<file path="config.mk">
export PLATFORM = sky130hd
export DESIGN_NAME = countdown_timer
export DESIGN_NICKNAME = d
export VERILOG_FILES = /design/src/rtl/countdown_timer.sv
export SDC_FILE = /design/constraint.sdc
export NUM_CORES = 1
export LEC_CHECK = 0
export BUFFER_PORTS_ARGS = -buffer_cell sky130_fd_sc_hd__buf_2
export CORE_UTILIZATION = 53
export CTS_CLUSTER_SIZE = 20
export DETAILED_ROUTE_END_ITERATION = 8
export MAX_ROUTING_LAYER = met4
export PLACE_DENSITY = 0.83
export SLEW_MARGIN = 5
export SYNTH_ARGS = -nofsm -noshare
export SYNTH_HDL_FRONTEND = slang
export SYNTH_SLANG_ARGS = --single-unit
</file>
<file path="constraint.sdc">
create_clock -name clk -period 2.6 [get_ports clk]
set_input_delay 0.26 -clock clk [delete_from_list [all_inputs] [get_ports clk]]
set_output_delay 0.26 -clock clk [all_outputs]
set_load 0.005 [all_outputs]
</file>
<file path="src/rtl/countdown_timer.sv">
// ----------------------------------------------------------------------------
// countdown_timer
//
// Purpose:
//   Loadable BCD minutes:seconds countdown timer with a maximum of 9:59.
//   It counts down one second per prescaled tick. It can be paused and
//   resumed, and it flags expiry when the count reaches 0:00. The digit
//   encoding matches the stopwatch, so the same display path can drive
//   either block.
//
// Parameters:
//   TICK_DIV  clk cycles per one-second tick (>= 1)
//
// Ports:
//   clk       in   1  single clock, all state updates on the rising edge
//   reset     in   1  asynchronous, active-low reset (0 = reset asserted)
//   load      in   1  load the clamped set_* digits (level, sampled each edge)
//   start     in   1  start/resume counting
//   stop      in   1  pause counting
//   set_ones  in   4  preset seconds units, BCD
//   set_tens  in   3  preset seconds tens, BCD
//   set_min   in   4  preset minutes, BCD
//   dout1     out  4  seconds units, 0-9
//   dout2     out  3  seconds tens, 0-5
//   dout3     out  4  minutes, 0-9
//   running   out  1  high while counting (RUN)
//   done      out  1  high while expired and waiting for a load (DONE)
//   expired   out  1  one-cycle pulse in the first cycle showing 0:00
// ----------------------------------------------------------------------------
module countdown_timer #(
    parameter int TICK_DIV = 1
) (
    input  logic       clk,
    input  logic       reset,
    input  logic       load,
    input  logic       start,
    input  logic       stop,
    input  logic [3:0] set_ones,
    input  logic [2:0] set_tens,
    input  logic [3:0] set_min,
    output logic [3:0] dout1,
    output logic [2:0] dout2,
    output logic [3:0] dout3,
    output logic       running,
    output logic       done,
    output logic       expired
);

    // The prescaler is at least one bit wide, so TICK_DIV=1 still builds.
    localparam int PW = (TICK_DIV <= 1) ? 1 : $clog2(TICK_DIV);
    localparam logic [PW-1:0] PRESC_MAX = PW'(TICK_DIV - 1);

    typedef enum logic [1:0] {
        S_IDLE,
        S_RUN,
        S_PAUSE,
        S_DONE
    } state_t;

    state_t        state;
    state_t        state_nx;
    logic [PW-1:0] presc;
    logic [PW-1:0] presc_nx;
    logic [3:0]    ones_nx;
    logic [2:0]    tens_nx;
    logic [3:0]    min_nx;
    logic          expired_nx;
    logic          tick;
    logic          count_zero;

    // A tick marks the last cycle of the current one-second period.
    // With TICK_DIV=1, PRESC_MAX is 0, so every RUN cycle is a tick.
    assign tick       = (state == S_RUN) && (presc == PRESC_MAX);
    assign count_zero = (dout1 == 4'd0) && (dout2 == 3'd0) && (dout3 == 4'd0);

    // Next-state and next-count logic.
    // The command priority is load > stop > start. In RUN, the prescaler
    // advances even on the edge where stop is sampled. This lets a resume
    // finish the partial second that was interrupted. If expiry and stop
    // arrive together, expiry takes the timer to DONE, because a paused
    // 0:00 could never be resumed anyway.
    always_comb begin
        state_nx   = state;
        presc_nx   = presc;
        ones_nx    = dout1;
        tens_nx    = dout2;
        min_nx     = dout3;
        expired_nx = 1'b0;

        if (load) begin
            ones_nx  = (set_ones > 4'd9) ? 4'd9 : set_ones;
            tens_nx  = (set_tens > 3'd5) ? 3'd5 : set_tens;
            min_nx   = (set_min  > 4'd9) ? 4'd9 : set_min;
            presc_nx = '0;
            state_nx = S_IDLE;
        end else if (state == S_RUN) begin
            if (tick) begin
                presc_nx = '0;
                // BCD borrow chain: units, then tens, then minutes.
                if (dout1 != 4'd0) begin
                    ones_nx = dout1 - 4'd1;
                end else begin
                    ones_nx = 4'd9;
                    if (dout2 != 3'd0) begin
                        tens_nx = dout2 - 3'd1;
                    end else begin
                        tens_nx = 3'd5;
                        min_nx  = dout3 - 4'd1;
                    end
                end
                if ((ones_nx == 4'd0) && (tens_nx == 3'd0) && (min_nx == 4'd0)) begin
                    state_nx   = S_DONE;
                    expired_nx = 1'b1;
                end
            end else begin
                presc_nx = presc + PW'(1);
            end

            if (stop && (state_nx == S_RUN)) begin
                state_nx = S_PAUSE;
            end
        end else if ((state == S_IDLE) || (state == S_PAUSE)) begin
            // A zero count never enters RUN. This rule keeps the borrow
            // chain from ever wrapping below 0:00.
            if (start && !stop && !count_zero) begin
                state_nx = S_RUN;
            end
        end
    end

    // State, count and registered status flags.
    // running and done are decoded from the next state. They therefore
    // change on the same edge as the state itself.
    always_ff @(posedge clk or negedge reset) begin
        if (!reset) begin
            state   <= S_IDLE;
            presc   <= '0;
            dout1   <= 4'd0;
            dout2   <= 3'd0;
            dout3   <= 4'd0;
            running <= 1'b0;
            done    <= 1'b0;
            expired <= 1'b0;
        end else begin
            state   <= state_nx;
            presc   <= presc_nx;
            dout1   <= ones_nx;
            dout2   <= tens_nx;
            dout3   <= min_nx;
            running <= (state_nx == S_RUN);
            done    <= (state_nx == S_DONE);
            expired <= expired_nx;
        end
    end

    // Structural invariants of the count and the status flags.
    digit_ranges : assert property (@(posedge clk) disable iff (!reset)
        (dout1 <= 4'd9) && (dout2 <= 3'd5) && (dout3 <= 4'd9));

    flags_exclusive : assert property (@(posedge clk) disable iff (!reset)
        !(running && done));

    expired_in_done : assert property (@(posedge clk) disable iff (!reset)
        expired |-> (done && count_zero));

endmodule

</file>
==> results of run 1 <==
worst max-delay path by stage:
stage                           to  slack, ns
after floorplan           dout1[2]       0.90
after global routing      dout1[2]       0.73
after detailed placement  dout1[2]       0.82
after global placement    dout1[2]       0.91
final                     dout1[2]       0.79
after CTS                 dout1[2]       0.80
per-stage QoR:
step	area (sq um)	power (uW)
final	1140	564
after global routing	1140	597
after CTS	1140	567
after detailed placement	1110	423
after global placement	1110	417
after floorplan	950	373
area by class of cell:
type	count	area [sq um]	area share [%]
Clock inverter	1	5.00	0.438
Clock buffer	3	22.5	1.97
Tap cell	24	30.0	2.63
Timing Repair Buffer	30	155	13.6
Sequential cell	17	425	37.2
Inverter	5	18.8	1.64
Multi-Input combinational cell	71	487	42.6
tightest hold or removal path, stage by stage:
cell and delay, ns:
buf_2 0.09, nand2_1 0.04, o21ai_0 0.05
flip-flops by register name, indices dropped and copies added, names as in the netlist:
register / flops
running: 1
state: 2
dout3: 4
done: 1
presc: 1
dout1: 4
dout2: 3
expired: 1
power breakdown:
part,internal [uW],switching [uW]
sequential,283,28.2
combinational,53.9,55.0
clock,57.4,86.9
total,394,170
routing by layer:
layer	part of all wire (%)	track usage (%)
met2	49	38.8
met5	0	-
met4	2.1	12.1
met1	46	30.2
met3	3.1	2.86
logic make-up after synthesis:
kind of cell	after synthesis	share of synthesized area [%]
AOI/OAI and AO/OA	25	15.9
buffers and inverters	8	3.95
DFF	17	44.8
muxes	2	2.24
xor gates and xnor gates	6	5.53
and+or+nand+nor	36	24.9
adders and majority gates	2	2.63
cell usage in the layout (no fill, tap or decap), types with 2 or more instances in the layout:
cell type	netlist	layout
dfrtp_1	17	17
nand2b_1	3	3
o21a_1	2	2
nor2_1	3	3
nand2_1	7	7
nand3b_1	2	2
buf_2	0	29
nor2b_1	2	2
o21ai_0	11	11
xor2_1	3	3
inv_1	4	4
a21oi_1	5	5
ha_1	2	2
xnor2_1	3	3
nor3_1	6	6
a31oi_1	2	2
clkbuf_4	0	3
nand4_1	2	2
==> flow_summary_export.csv, run 1 <==
group,metric,value,unit
routing,vias,848,
critical_path,crit_path_end_kind,"flop",
flow_run,cap_violations,0,
cts,cts_max_level,1,
sta,fin_skew,0.00171,ns
synth,syn_area_per_cell,9.89,sq um
die,core-area,1590,sq um
sta,tightest_slew,0.524,ns
sta,fin_ws,0.789,ns
hold_path,hold_path_class,"input pin to flop",
critical_path,worstPathMaxFanout,5,
pwr,leakagePower,0.000546,uW
critical_path,crit_chain,"or4b_4 > or4b_1 > a31oi_1",
critical_path,start_kind,"flop",
die,rows,14,
critical_path,rr_startpoint,"dout1[0]",
placed_design,gp_congestion,0.748,
cells_and_area,fin_nets,146,
pwr,peakVddDrop,0.422,mV
critical_path,r2r_slack,0.79,ns
sta,hold_ws,0.173,ns
critical_path,path_buf_inv,0,
hold_path,whs_path_depth,3,
synth,synth_nets,114,
placed_design,dp_cells,146,
cells_and_area,antenna_cells,0,
placed_design,place_ws,0.820,ns
die,die_w,44.3,um
sta,max_slew_margin,64.9,%
routing,via_per_inst,5.62,
critical_path,critPathKind,"flop to flop",
synth,synth.top_cells.by_count,"17 x dfrtp_1, 11 x o21ai_0, 7 x nand2_1, 6 x nor3_1, 5 x a21oi_1",
placed_design,hpwl,1.46,mm
critical_path,reg2regPathDepth,3,
critical_path,slowest_delay,0.59,ns
global_route,grt_max_degree,19,
critical_path,crit_cells,3,
placed_design,port_buffers,29,
synth,yosys_warnings,0,
cells_and_area,drive_gt1_share,29.9,%
routing,wl,1.99,mm
cts,cts_hold_buf,1,
cells_and_area,areaGrowthSynthToFinish,20.4,%
synth,yosysMostFrequentCell,"dfrtp_1",
sta,post-route-period-util,69.7,%
cells_and_area,stdcell_count,151,
cts,cts_buffer_depth,2,
synth,yosysSeqAreaShare,44.8,%
cts,ctsRootBufferMaster,"clkbuf_4",
synth,synthesis.instances,96,
hold_path,hold_start,"set_min[1]",
global_route,overflow,0,
cts,path_clk_slew,0.10,ns
sta,final-setup-viol-count,0,
global_route,grt_pass1_vias,764,
global_route,grt_pass1_wl,3.28,mm
status,status,"complete, no violations",
cts,cts_resized,0,
sta,rsz0062_at_grt,"false",
die,start_util,59.6,%
sta,clock.fmax,552,MHz
synth,synth_top_area_share,44.8,%
synth,ys_ff_latch,17,
routing,route.detailed.drc,0,
cts,clock-sinks,17,
routing,ant_nets,0,
sta,slew_viol_final,0,
sta,fin_crit,1.81,ns
critical_path,cp.required,2.82,ns
die,dieArea,1970,sq um
cts,post_cts_buffers,0,
synth,yosys.cell_types.count,37,
critical_path,crit_family,"simple AND/OR/NAND/NOR gates",
synth,synth_edf_count,0,
critical_path,cp_slowest_cell,"or4b_4",
routing,drt_iter0_markers,20,
synth,async_flop_share,100,%
cts,clk_latency,0.30,ns
pwr,powerDensity,493,nW/um^2
critical_path,cp.arrival,2.04,ns
routing,post_drt_wl_per_cell,13.2,um
synth,yosysTopAreaCell,"dfrtp_1",
synth,ys.flop_type,"dfrtp_1",
cells_and_area,nFillCells,114,
die,boundaryPins,30,
hold_path,hold_end,"dout3[1]",
global_route,antenna_found_initial,0,
routing,drt-pass1-iter-count,4,
critical_path,worst_r2r_endpoint,"dout1[2]",
sta,finalHoldViolCount,0,
die,fp.dieH,44.3,um
cells_and_area,final_core_util,71.7,%
sta,setup_tns,0,ns
synth,synthTopCellsByArea,"dfrtp_1 45%, o21ai_0 5.8%, nor3_1 3.2%",
cts,cts_made_buffers,3,
global_route,grt_usage,24.2,%
cts,cts_tree,"yes",
critical_path,cp-startpoint,"dout1[0]",
synth,syn_area,950,sq um
(Power assumes the default switching activity.)
==> inputs of run 2 (changes only) <==
Settings changed: CORE_UTILIZATION 53 to 49, PLACE_DENSITY 0.83 to 0.77.
Clock period 2.6 ns to 1.9 ns, I/O delays scaled along.
==> run 2 against run 1 <==
Combinational power is 43% higher. Core utilization is 6.0 points lower. Critical path depth unchanged. Critical path type unchanged. Sequential power up 36%. Die area up 7.8%. Count of clock-buffer cells in the layout unchanged. Sequential share of layout area shrank 0.52 points. Highest routed layer unchanged.
==> flow_summary_export.csv, run 2 (synthesis gave the netlist of run 1 again) <==
group,metric,value,unit
status,status,"complete, no violations",
critical_path,worstPathMaxFanout,8,
placed_design,hpwl,1.45,mm
sta,max_slew_margin,73.0,%
pwr,peakVddDrop,0.487,mV
critical_path,critPathKind,"flop to flop",
routing,drt-pass1-iter-count,4,
critical_path,slowest_delay,0.57,ns
sta,post-route-period-util,92.5,%
sta,clock.fmax,569,MHz
pwr,switching_power,229,uW
cells_and_area,nFillCells,160,
sta,slew_viol_final,0,
placed_design,place_ws,0.173,ns
pwr,p_int,544,uW
cts,path_clk_slew,0.11,ns
critical_path,cp.required,2.12,ns
sta,tightest_slew,0.401,ns
routing,post_drt_wl_per_cell,12.6,um
hold_path,hold_path_class,"input pin to flop",
sta,setup_tns,0,ns
sta,rsz0062_at_grt,"false",
critical_path,crit_path_end_kind,"flop",
placed_design,gp_congestion,0.798,
cts,post_cts_buffers,0,
critical_path,crit_chain,"or4b_4 > or4b_1 > a31oi_1",
global_route,grt_max_degree,19,
cts,cts_hold_buf,1,
cts,ctsRootBufferMaster,"clkbuf_4",
pwr,powerDensity,666,nW/um^2
sta,fin_skew,0.00768,ns
die,dieArea,2120,sq um
flow_run,cap_violations,0,
routing,via_per_inst,5.45,
cells_and_area,mostFrequentLayoutCell,"buf_2",
critical_path,cp_slowest_cell,"or4b_4",
sta,fin_ws,0.143,ns
cells_and_area,fin_nets,148,
cts,cts_resized,0,
global_route,overflow,0,
placed_design,port_buffers,29,
pwr,combPwrFrac,20.1,%
cts,cts_buffer_depth,2,
routing,drt_iter0_markers,13,
pwr,leakagePower,0.000557,uW
die,core-area,1760,sq um
routing,vias,840,
pwr,seqPwrFrac,54.6,%
pwr,p_sw_share,29.6,%
cts,clock-sinks,17,
cts,cts_max_level,1,
die,fp.dieH,46.0,um
global_route,grt_pass1_vias,716,
critical_path,start_kind,"flop",
cts,cts_tree,"yes",
cells_and_area,largestRegisters,"dout1 x4, dout3 x4, dout2 x3",
critical_path,crit_family,"simple AND/OR/NAND/NOR gates",
cells_and_area,areaGrowthSynthToFinish,22.1,%
die,die_w,46.0,um
sta,finalHoldViolCount,0,
die,boundaryPins,30,
critical_path,path_buf_inv,0,
cts,cts_made_buffers,3,
cts,clk_latency,0.29,ns
routing,wl,1.94,mm
cells_and_area,antenna_cells,0,
cells_and_area,drive_gt1_share,31.0,%
die,start_util,53.8,%
critical_path,cp.arrival,1.97,ns
global_route,grt_pass1_wl,2.97,mm
global_route,antenna_found_initial,0,
sta,final-setup-viol-count,0,
global_route,grt_usage,21.0,%
routing,route.detailed.drc,0,
sta,fin_crit,1.76,ns
pwr,pwr-share-clk,25.3,%
routing,ant_nets,0,
cells_and_area,layout_common_cells,"29 x buf_2, 17 x dfrtp_1, 11 x o21ai_0, 7 x nand2_1, 6 x nor3_1",
die,rows,15,
run 2: worst paths after layout:
path | start | endpoint | slack [ns] | cells past startpoint
worst min register to register | presc | presc | 0.58 | 1
worst max register to register | state[1] | dout1[2] | 0.14 | 3
min in group asynchronous | reset | expired | 0.34 | 2
worst max-delay path | state[1] | dout1[2] | 0.14 | 3
max in group asynchronous | reset | dout2[1] | 1.27 | 2
worst min-delay path | set_min[1] | dout3[1] | 0.11 | 3
run 2: layout make-up:
type                    count  area (sq um)  area share (%)
well taps                  25          31.3            2.70
clock buffers               3          22.5            1.94
inverters                   5          18.8            1.62
repair buffers             32           170            14.7
multi-input cells          71           487            42.0
clock inverters             1          5.00           0.432
flip-flops and latches     17           425            36.7
run 2: through the flow:
step | hold WS (ns) | instance area, sq um | util (%) | cells | total power [uW]
floorplan | -0.106 | 950 | - | 96 | 511
global placement | 0.133 | 1120 | 63.6 | 149 | 579
finish | 0.113 | 1160 | 65.7 | 154 | 773
CTS | 0.107 | 1160 | 65.7 | 154 | 784
global route | 0.126 | 1160 | 65.7 | 154 | 822
detailed placement | 0.136 | 1120 | 63.6 | 149 | 584
run 2: routing by layer:
metal	routed length, um	GRT usage, %	vias to the layer above
met3	72	3.57	2
li1	-	-	416
met2	959	33.2	24
met1	894	26.1	398
met4	16	8.82	0
met5	0	-	-
run 2: power groups by stage:
| stage | logic [uW] | registers, uW | clock network [uW] |
|---|---|---|---|
| after floorplan | 81.7 | 429 | 0 |
| after global placement | 152 | 427 | 0 |
| after detailed placement | 155 | 429 | 0 |
| after CTS | 158 | 422 | 205 |
| after global routing | 176 | 426 | 219 |
| final | 156 | 422 | 195 |
run 2: worst min-delay path, cell delays in order:
cell	delay, ns
buf_2	0.09
nand2_1	0.04
o21ai_0	0.06
